`src/rtl/uart_pkg.sv`:
```
// Shared UART definitions: receiver FSM state encoding and default framing parameters.
package uart_pkg;

    typedef enum logic [2:0] {
        IDLE  = 3'd0,
        START = 3'd1,
        DATA  = 3'd2,
        STOP  = 3'd3,
        BREAK = 3'd4
    } rx_state_t;

    localparam int DEFAULT_CLK_DIV = 10417;
    localparam int UART_DATA_BITS  = 8;

endpackage

```
`src/rtl/sync_2ff.sv`:
```
// Two-flop synchroniser for a single asynchronous input; reset value selects the idle level.
module sync_2ff #(
    parameter logic RESET_VAL = 1'b1
) (
    input  logic clk,
    input  logic rst_n,
    input  logic d_i,
    output logic q_o
);

    logic meta_q;
    logic sync_q;

    // Metastability-resolving flop chain.
    always_ff @(posedge clk or negedge rst_n) begin
        if (!rst_n) begin
            meta_q <= RESET_VAL;
            sync_q <= RESET_VAL;
        end else begin
            meta_q <= d_i;
            sync_q <= meta_q;
        end
    end

    assign q_o = sync_q;

endmodule

```
`src/rtl/uart_rx.sv`:
```
// 8N1 UART receiver: mid-bit sampling with a down-counter, byte delivered on a valid/ready port
// with framing-error and overrun pulses.
module uart_rx
    import uart_pkg::*;
#(
    parameter int CLK_DIV   = DEFAULT_CLK_DIV,
    parameter int DATA_BITS = UART_DATA_BITS
) (
    input  logic                 clk,
    input  logic                 rst_n,
    input  logic                 rx,
    output logic [DATA_BITS-1:0] rx_data,
    output logic                 rx_valid,
    input  logic                 rx_ready,
    output logic                 frame_err,
    output logic                 overrun,
    output logic                 busy
);

    localparam int CW = $clog2(CLK_DIV);
    localparam int IW = (DATA_BITS > 1) ? $clog2(DATA_BITS) : 1;
    localparam logic [CW-1:0] HALF_LOAD = CW'(CLK_DIV / 2 - 1);
    localparam logic [CW-1:0] FULL_LOAD = CW'(CLK_DIV - 1);
    localparam logic [CW-1:0] CNT_ONE   = CW'(1);
    localparam logic [IW-1:0] LAST_BIT  = IW'(DATA_BITS - 1);
    localparam logic [IW-1:0] IDX_ONE   = IW'(1);

    rx_state_t             state_q, state_d;
    logic [CW-1:0]         cnt_q, cnt_d;
    logic [IW-1:0]         bit_q, bit_d;
    logic [DATA_BITS-1:0]  shift_q, shift_d;
    logic [DATA_BITS-1:0]  data_q, data_d;
    logic                  valid_q, valid_d;
    logic                  ferr_q, ferr_d;
    logic                  ovr_q, ovr_d;
    logic                  busy_q, busy_d;
    logic                  rx_s;
    logic                  expired_s;
    logic                  deliver_s;

    sync_2ff #(.RESET_VAL(1'b1)) u_rx_sync (
        .clk   (clk),
        .rst_n (rst_n),
        .d_i   (rx),
        .q_o   (rx_s)
    );

    assign expired_s = (cnt_q == {CW{1'b0}});

    // Next-state logic: frame FSM, bit timer, shift register and output handshake.
    always_comb begin
        state_d   = state_q;
        cnt_d     = cnt_q;
        bit_d     = bit_q;
        shift_d   = shift_q;
        data_d    = data_q;
        valid_d   = valid_q;
        ferr_d    = 1'b0;
        ovr_d     = 1'b0;
        deliver_s = 1'b0;

        if ((state_q == START || state_q == DATA || state_q == STOP) && !expired_s) begin
            cnt_d = cnt_q - CNT_ONE;
        end else begin
            cnt_d = cnt_q;
        end

        case (state_q)
            IDLE: begin
                if (!rx_s) begin
                    state_d = START;
                    cnt_d   = HALF_LOAD;
                end else begin
                    state_d = IDLE;
                end
            end
            START: begin
                // A start bit that is high again at mid-bit was a glitch.
                if (expired_s && rx_s) begin
                    state_d = IDLE;
                end else if (expired_s) begin
                    state_d = DATA;
                    cnt_d   = FULL_LOAD;
                    bit_d   = {IW{1'b0}};
                end else begin
                    state_d = START;
                end
            end
            DATA: begin
                if (expired_s) begin
                    shift_d = {rx_s, shift_q[DATA_BITS-1:1]};
                    cnt_d   = FULL_LOAD;
                    if (bit_q == LAST_BIT) begin
                        state_d = STOP;
                    end else begin
                        bit_d = bit_q + IDX_ONE;
                    end
                end else begin
                    state_d = DATA;
                end
            end
            STOP: begin
                if (expired_s && rx_s) begin
                    deliver_s = 1'b1;
                    state_d   = IDLE;
                end else if (expired_s) begin
                    ferr_d  = 1'b1;
                    state_d = BREAK;
                end else begin
                    state_d = STOP;
                end
            end
            BREAK: begin
                if (rx_s) begin
                    state_d = IDLE;
                end else begin
                    state_d = BREAK;
                end
            end
            default: begin
                state_d = IDLE;
            end
        endcase

        // The receive path never waits: an unaccepted byte makes the new one overrun.
        if (deliver_s && (!valid_q || rx_ready)) begin
            data_d  = shift_d;
            valid_d = 1'b1;
        end else if (deliver_s) begin
            ovr_d = 1'b1;
        end else if (valid_q && rx_ready) begin
            valid_d = 1'b0;
        end else begin
            valid_d = valid_q;
        end

        busy_d = (state_d != IDLE);
    end

    // State and output registers.
    always_ff @(posedge clk or negedge rst_n) begin
        if (!rst_n) begin
            state_q <= IDLE;
            cnt_q   <= {CW{1'b0}};
            bit_q   <= {IW{1'b0}};
            shift_q <= {DATA_BITS{1'b0}};
            data_q  <= {DATA_BITS{1'b0}};
            valid_q <= 1'b0;
            ferr_q  <= 1'b0;
            ovr_q   <= 1'b0;
            busy_q  <= 1'b0;
        end else begin
            state_q <= state_d;
            cnt_q   <= cnt_d;
            bit_q   <= bit_d;
            shift_q <= shift_d;
            data_q  <= data_d;
            valid_q <= valid_d;
            ferr_q  <= ferr_d;
            ovr_q   <= ovr_d;
            busy_q  <= busy_d;
        end
    end

    assign rx_data   = data_q;
    assign rx_valid  = valid_q;
    assign frame_err = ferr_q;
    assign overrun   = ovr_q;
    assign busy      = busy_q;

endmodule
```
`config.mk`:
```
export PLATFORM = sky130hd
export DESIGN_NAME = uart_rx
export DESIGN_NICKNAME = d
export VERILOG_FILES = /design/src/rtl/uart_pkg.sv /design/src/rtl/sync_2ff.sv /design/src/rtl/uart_rx.sv
export SDC_FILE = /design/constraint.sdc
export NUM_CORES = 1
export LEC_CHECK = 0
export ABC_AREA = 1
export CAP_MARGIN = 25
export CORE_MARGIN = 8
export CORE_UTILIZATION = 40
export DETAILED_ROUTE_END_ITERATION = 8
export PLACE_DENSITY = 0.62
export SLEW_MARGIN = 15
export SYNTH_ARGS = -nofsm -noshare
export SYNTH_HDL_FRONTEND = slang
export SYNTH_SLANG_ARGS = --single-unit
```
`constraint.sdc`:
```
create_clock -name clk -period 2.2 [get_ports clk]
set_clock_uncertainty 0.1 [all_clocks]
set_input_delay 0.66 -clock clk [delete_from_list [all_inputs] [get_ports clk]]
set_output_delay 0.66 -clock clk [all_outputs]
set_load 0.05 [all_outputs]
```
== Word-level counts from Yosys, hierarchy flattened ==
Cells that the tools add are included.

* Register bits: 42
* Bits of input ports: 4
* Output and inout bits: 12

* $add $sub $neg: 2
* Equal/unequal tests: 10
* Mux-type cells: 31
* Reductions and logical operators: 16

{| class="wikitable"
|+ Operator list
! cell !! number
|-
| 14-bit 2-to-1 mux || 4
|-
| 14-bit one-hot mux with 3 select lines || 1
|-
| 3-bit 2-to-1 mux || 9
|-
| 8-bit 2-to-1 mux || 2
|-
| 3-bit one-hot mux with 5 select lines || 1
|-
| 14-bit zero test || 1
|-
| 14-bit by 1-bit subtractor with 14-bit output, second input constant || 1
|-
| 1-bit 2-to-1 mux || 11
|-
| 2-bit inequality test, second input constant || 4
|-
| 3-bit by 2-bit == test with 1-bit output, second input constant || 2
|-
| 3-bit == test, second input constant || 2
|-
| 3-bit one-hot mux with 2 select lines || 1
|-
| 5-bit AND reduction || 1
|-
| 1-bit logical AND || 4
|-
| 2-bit 2-to-1 mux || 2
|-
| 2-bit nonzero test || 2
|-
| 3-bit by 1-bit adder with 3-bit output, second input constant || 1
|-
| 3-bit by 1-bit == test with 1-bit output, second input constant || 1
|-
| 3-bit zero test || 1
|-
| 1-bit logical OR || 3
|-
| 3-bit nonzero test || 1
|-
| 1-bit zero test || 2
|-
| 2-bit by 1-bit inequality test with 1-bit output, second input constant || 1
|-
| 2-bit AND reduction || 1
|}

== Depth between registers and ports, before layout ==
* Depth in word-level cells: 8
* Mapped depth: 11
* Depth with buffers taken out: 11

== By module ==
A second synthesis with hierarchy kept.

* Cells, all modules: 302
* Area total of the unflattened synthesis: 2268.4 µm²

{| class="wikitable"
|+ By module, submodules not included
! module !! times used !! cells an instance !! area each (µm²) !! seq. area each (µm²)
|-
| uart_rx || 1 || 300 || 2215.9 || 1001.0
|-
| sync_2ff || 1 || 2 || 52.6 || 52.6
|}

== Worst setup path after synthesis ==
Ideal clock, no wire load.

* Path kind: reg2reg
* From: register cnt_q[0]
* To: register cnt_q[10]
* Library setup time: 0.120 ns
* Arrival time: 1.526 ns
* Data required time: 1.980 ns
* Slack: 0.453 ns
* Stages on the path, launching flop included: 11
* Cells stage by stage: dfrtp_1 -> inv_1 -> ha_1 -> nand3_1 -> nor2_2 -> nand2_4 -> nand2_8 -> inv_6 -> buf_6 -> o21ai_1 -> nand2_1

* Longest elaborated chain between the ends: 7

{| class="wikitable"
|+ Ends and longest elaborated chain
! element !! RTL line !! RTL
|-
| start, declared || uart_rx.sv:29 || <nowiki>logic [CW-1:0] cnt_q, cnt_d;</nowiki>
|-
| start signal, assigned || uart_rx.sv:144 || <nowiki>cnt_q <= {CW{1'b0}};</nowiki>
|-
| start signal, assigned || uart_rx.sv:154 || <nowiki>cnt_q <= cnt_d;</nowiki>
|-
| branches (longest 6 deep; another with 14-bit by 1-bit subtractor with 14-bit output) || n/a ||
|-
| 14-bit one-hot mux with 3 select lines * || uart_rx.sv:68 || <nowiki>case (state_q)</nowiki>
|-
| net cnt_d[10] || uart_rx.sv:29 ||
|}

Mark *: on every way through the listed nets, which the timed path passes.
A chain may end at the register's enable or synchronous reset.

== Worst setup path after layout ==
* From: register cnt_q[1]
* To: register data_q[1] (netlist: rx_data[1])

* Longest elaborated chain between the ends: 5

{| class="wikitable"
|+ Ends and longest elaborated chain
! element !! RTL line !! RTL
|-
| 14-bit zero test * || uart_rx.sv:48 || <nowiki>assign expired_s = (cnt_q == {CW{1'b0}});</nowiki>
|-
| 1-bit logical AND || uart_rx.sv:103 || <nowiki>if (expired_s && rx_s) begin</nowiki>
|-
| 1-bit 2-to-1 mux || uart_rx.sv:103 ||
|-
| 1-bit 2-to-1 mux || uart_rx.sv:68 ||
|-
| 1-bit logical AND || uart_rx.sv:126 || <nowiki>if (deliver_s && (!valid_q || rx_ready)) begin</nowiki>
|-
| end signal, assigned || uart_rx.sv:147 || <nowiki>data_q <= {DATA_BITS{1'b0}};</nowiki>
|-
| end signal, assigned || uart_rx.sv:157 || <nowiki>data_q <= data_d;</nowiki>
|-
| end, declared || uart_rx.sv:32 || <nowiki>logic [DATA_BITS-1:0] data_q, data_d;</nowiki>
|}

Every way passes the cells marked *; elsewhere a longest branch is shown, timed or not.

==> summary.md <==
| Metric | Value |
|---|---|
| Outcome | `complete, no violations` |
| Seq/Total Area, Yosys | `46.4%` |
| Final setup TNS | `0 ns` |
| Reg-to-reg setup timing slack | `0.32 ns` |
| Grt ovf | `0` |
| Final setup margin | `0.319 ns` |
| Die W | `91.3 um` |
| Peak supply drop | `0.000284 V` |
| Total CTS buffers | `5` |
| DR vias | `1834` |
| Critical Path RT | `2.34 ns` |
| Length of the first detailed-routing pass in iterations | `4` |
| Pwr per Cell Area | `501 nW/um^2` |
| Share of cells above drive strength 1 | `12.6%` |
| Synth-to-Final Area Change | `13.6%` |
| Unrepaired setup endpoints after global routing | `false` |
| Gp weighted congestion | `0.771` |
| DP HPWL | `3510 um` |
| Worst Hold Slack | `0.211 ns` |
| Filler cells | `537` |
| Yosys synthesis warning count | `0` |
| Fin crit period | `1.88 ns` |
| Hold Vio Cnt, Final | `0` |
| Top-Level Pins | `16` |
| Reg area | `1050 sq um` |
| Final setup violation count | `0` |
| Iteration-0 DRC Markers | `95` |
| Via/cell ratio | `4.61` |
| Max-slew headroom | `69.3%` |
| Worst-path clk slew | `0.08 ns` |
| Root buffer cell | `clkbuf_8` |
| # Post-CTS Setup Buffers | `0` |
| Remaining DRCs | `0` |
| Antenna diodes | `0` |
| Initial core utilization | `41.2%` |
| Total Wirelength | `4590 um` |
| Mapped Cells | `302` |
| Post-synthesis mux area share | `0%` |
| Pre-CTS WS | `0.278 ns` |
| Global-route wire length before repair | `8220 um` |
| Startpoint Class | `flip-flop` |
| Hold-fix buffers at CTS | `0` |
| Final Max Tran Viols | `0` |
| Critical path type | `reg -> reg` |
| Largest net degree at the start of global routing | `24` |
| Worst-margin pin slew | `0.461 ns` |
| Nets | `333` |
| Critical Path End Type | `flip-flop` |
| Post-synthesis xor/xnor area fraction | `1.54%` |
| Num Clock Sinks | `42` |
| Adder-cell area share of the yosys netlist | `2.21%` |
| Die area | `8340 sq um` |
| Most frequent cells in the layout | `nand2_1 (104), inv_1 (40), dfrtp_1 (40)` |
| Max Clk Rate | `531 MHz` |
| Synth Area in Simple Gates | `38.3%` |
| Wire per inst | `11.5 um` |
| Commonest non-fill, non-tap cell in the layout | `nand2_1` |
| Cell variety after synth | `29` |
| Rows | `27` |
| Worst-path fanout max | `8` |
| Netlist Area Pre-Place | `2270 sq um` |
| Largest family of logic cells by synthesized area | `simple AND/OR/NAND/NOR gates` |
| Clk_lat worst skew | `0.29 ns` |
| CTS HTree Levels | `2` |
| CP Data Arrival Time | `2.02 ns` |
| Post-cts sizing count | `0` |
| FF+latch count, synth | `42` |
| Mapped Nets | `310` |
| Leak Pwr | `1.46 nW` |
| Initial antenna violation count | `0` |
| Longest Clk Path Bufs | `2` |
| GRT Total Usage | `11.9%` |
| Vias in the first global route | `1811` |
| Final critical-path share of the clock period | `85.5%` |
| Port Buffer Count | `15` |
| Tightest Hold Check Type | `in -> async` |
| Multi-input gate area | `1030 sq um` |
| Total core area | `5510 sq um` |
| Max Cap Viol | `0` |
| Number of routed nets with antenna violations | `0` |
| CTS tree | `built` |
| DIE HEIGHT | `91.3 um` |
| Avg Cell Area, Syn | `7.51 sq um` |
| Compound-Gate Fraction of Synth Area | `3.47%` |
## flip-flops by register name (all words and copies together) (netlist names)
signal and count:
rx_data 8, u_rx_sync.q_o 1, frame_err 1, rx_valid 1
shift_q 8, cnt_q 14, busy 1, overrun 1
bit_q 3, state_q 3, u_rx_sync.meta_q 1
## critical path, cell delays in order, from the launching register on
cell and delay (ns):
dfrtp_1 0.39, inv_1 0.10, ha_1 0.14, nand3_1 0.08, nor2_2 0.25, nand4_1 0.23
nor2_2 0.33, nand3_1 0.13, nand2_1 0.08
## stage by stage
step | cell area [sq um] | cells | power, mW | utilization, %
floorplan | 2270 | 302 | 0.794 | -
global placement | 2490 | 390 | 0.819 | 45.2
detailed placement | 2490 | 390 | 0.819 | 45.2
CTS | 2580 | 398 | 1.31 | 46.8
global route | 2580 | 398 | 1.34 | 46.8
finish | 2580 | 398 | 1.29 | 46.8
## synthesized netlist by cell type
library cell  instances  share of area (%)
nor2_4                1               0.50
dfrtp_1              40                 44
and2_1                8                2.2
nand4_1               3               0.83
nand4_2               1               0.55
xnor2_1               1               0.39
a21boi_1              1               0.33
inv_1                40                6.6
nand2_1             104                 17
inv_2                 1               0.17
buf_6                 1               0.50
nand3_1              29                6.4
o21ai_1               3               0.66
nor2_2                4                1.1
a21oi_1               1               0.22
nand2_4               1               0.50
dfstp_2               2                2.3
o21bai_1              1               0.33
nand2_2               4                1.1
nor3_1                1               0.22
ha_1                  4                2.2
o21ai_2               1               0.39
nor2_8                1               0.88
xor2_1                3                1.2
nor2_1               36                6.0
o21ai_0               7                1.5
inv_6                 1               0.39
nand2_8               1               0.88
buf_4                 1               0.33
## final timing paths
kind,depth (start not counted),from,endpoint
max,8,cnt_q[1],rx_data[1]
min,1,rst_n,cnt_q[10]
max reg2reg,8,cnt_q[1],rx_data[1]
min reg2reg,0,u_rx_sync.meta_q,u_rx_sync.q_o
max in group asynchronous,2,rst_n,overrun
min in group clk,0,u_rx_sync.meta_q,u_rx_sync.q_o
## cell families after synthesis
logic type	after synthesis
fa+ha+maj	4
xor+xnor	4
buf+inv	44
flops	42
simple gates	194
compound gates	14
## power breakdown
part	switching (mW)	internal [mW]
Combinational	0.0181	0.00789
Sequential	0.00155	0.775
Clock	0.265	0.224
## layout make-up
cell class,instances,share of cell area [%]
clock inverter,2,0.534
timing repair buffer,18,5.83
tap,72,3.50
clock buffer,6,2.82
sequential,42,40.9
multi-input combinational,216,40.1
inverter,42,6.31
## metal layers
metal	routed length, um	vias to the layer above	track usage (%)
met5	0	-	0
met4	61	0	4.09
met3	130	5	2.88
met2	2140	13	19.1
met1	2260	840	15.4
li1	-	976	-
No activity file was read; power rests on OpenSTA's default activity.
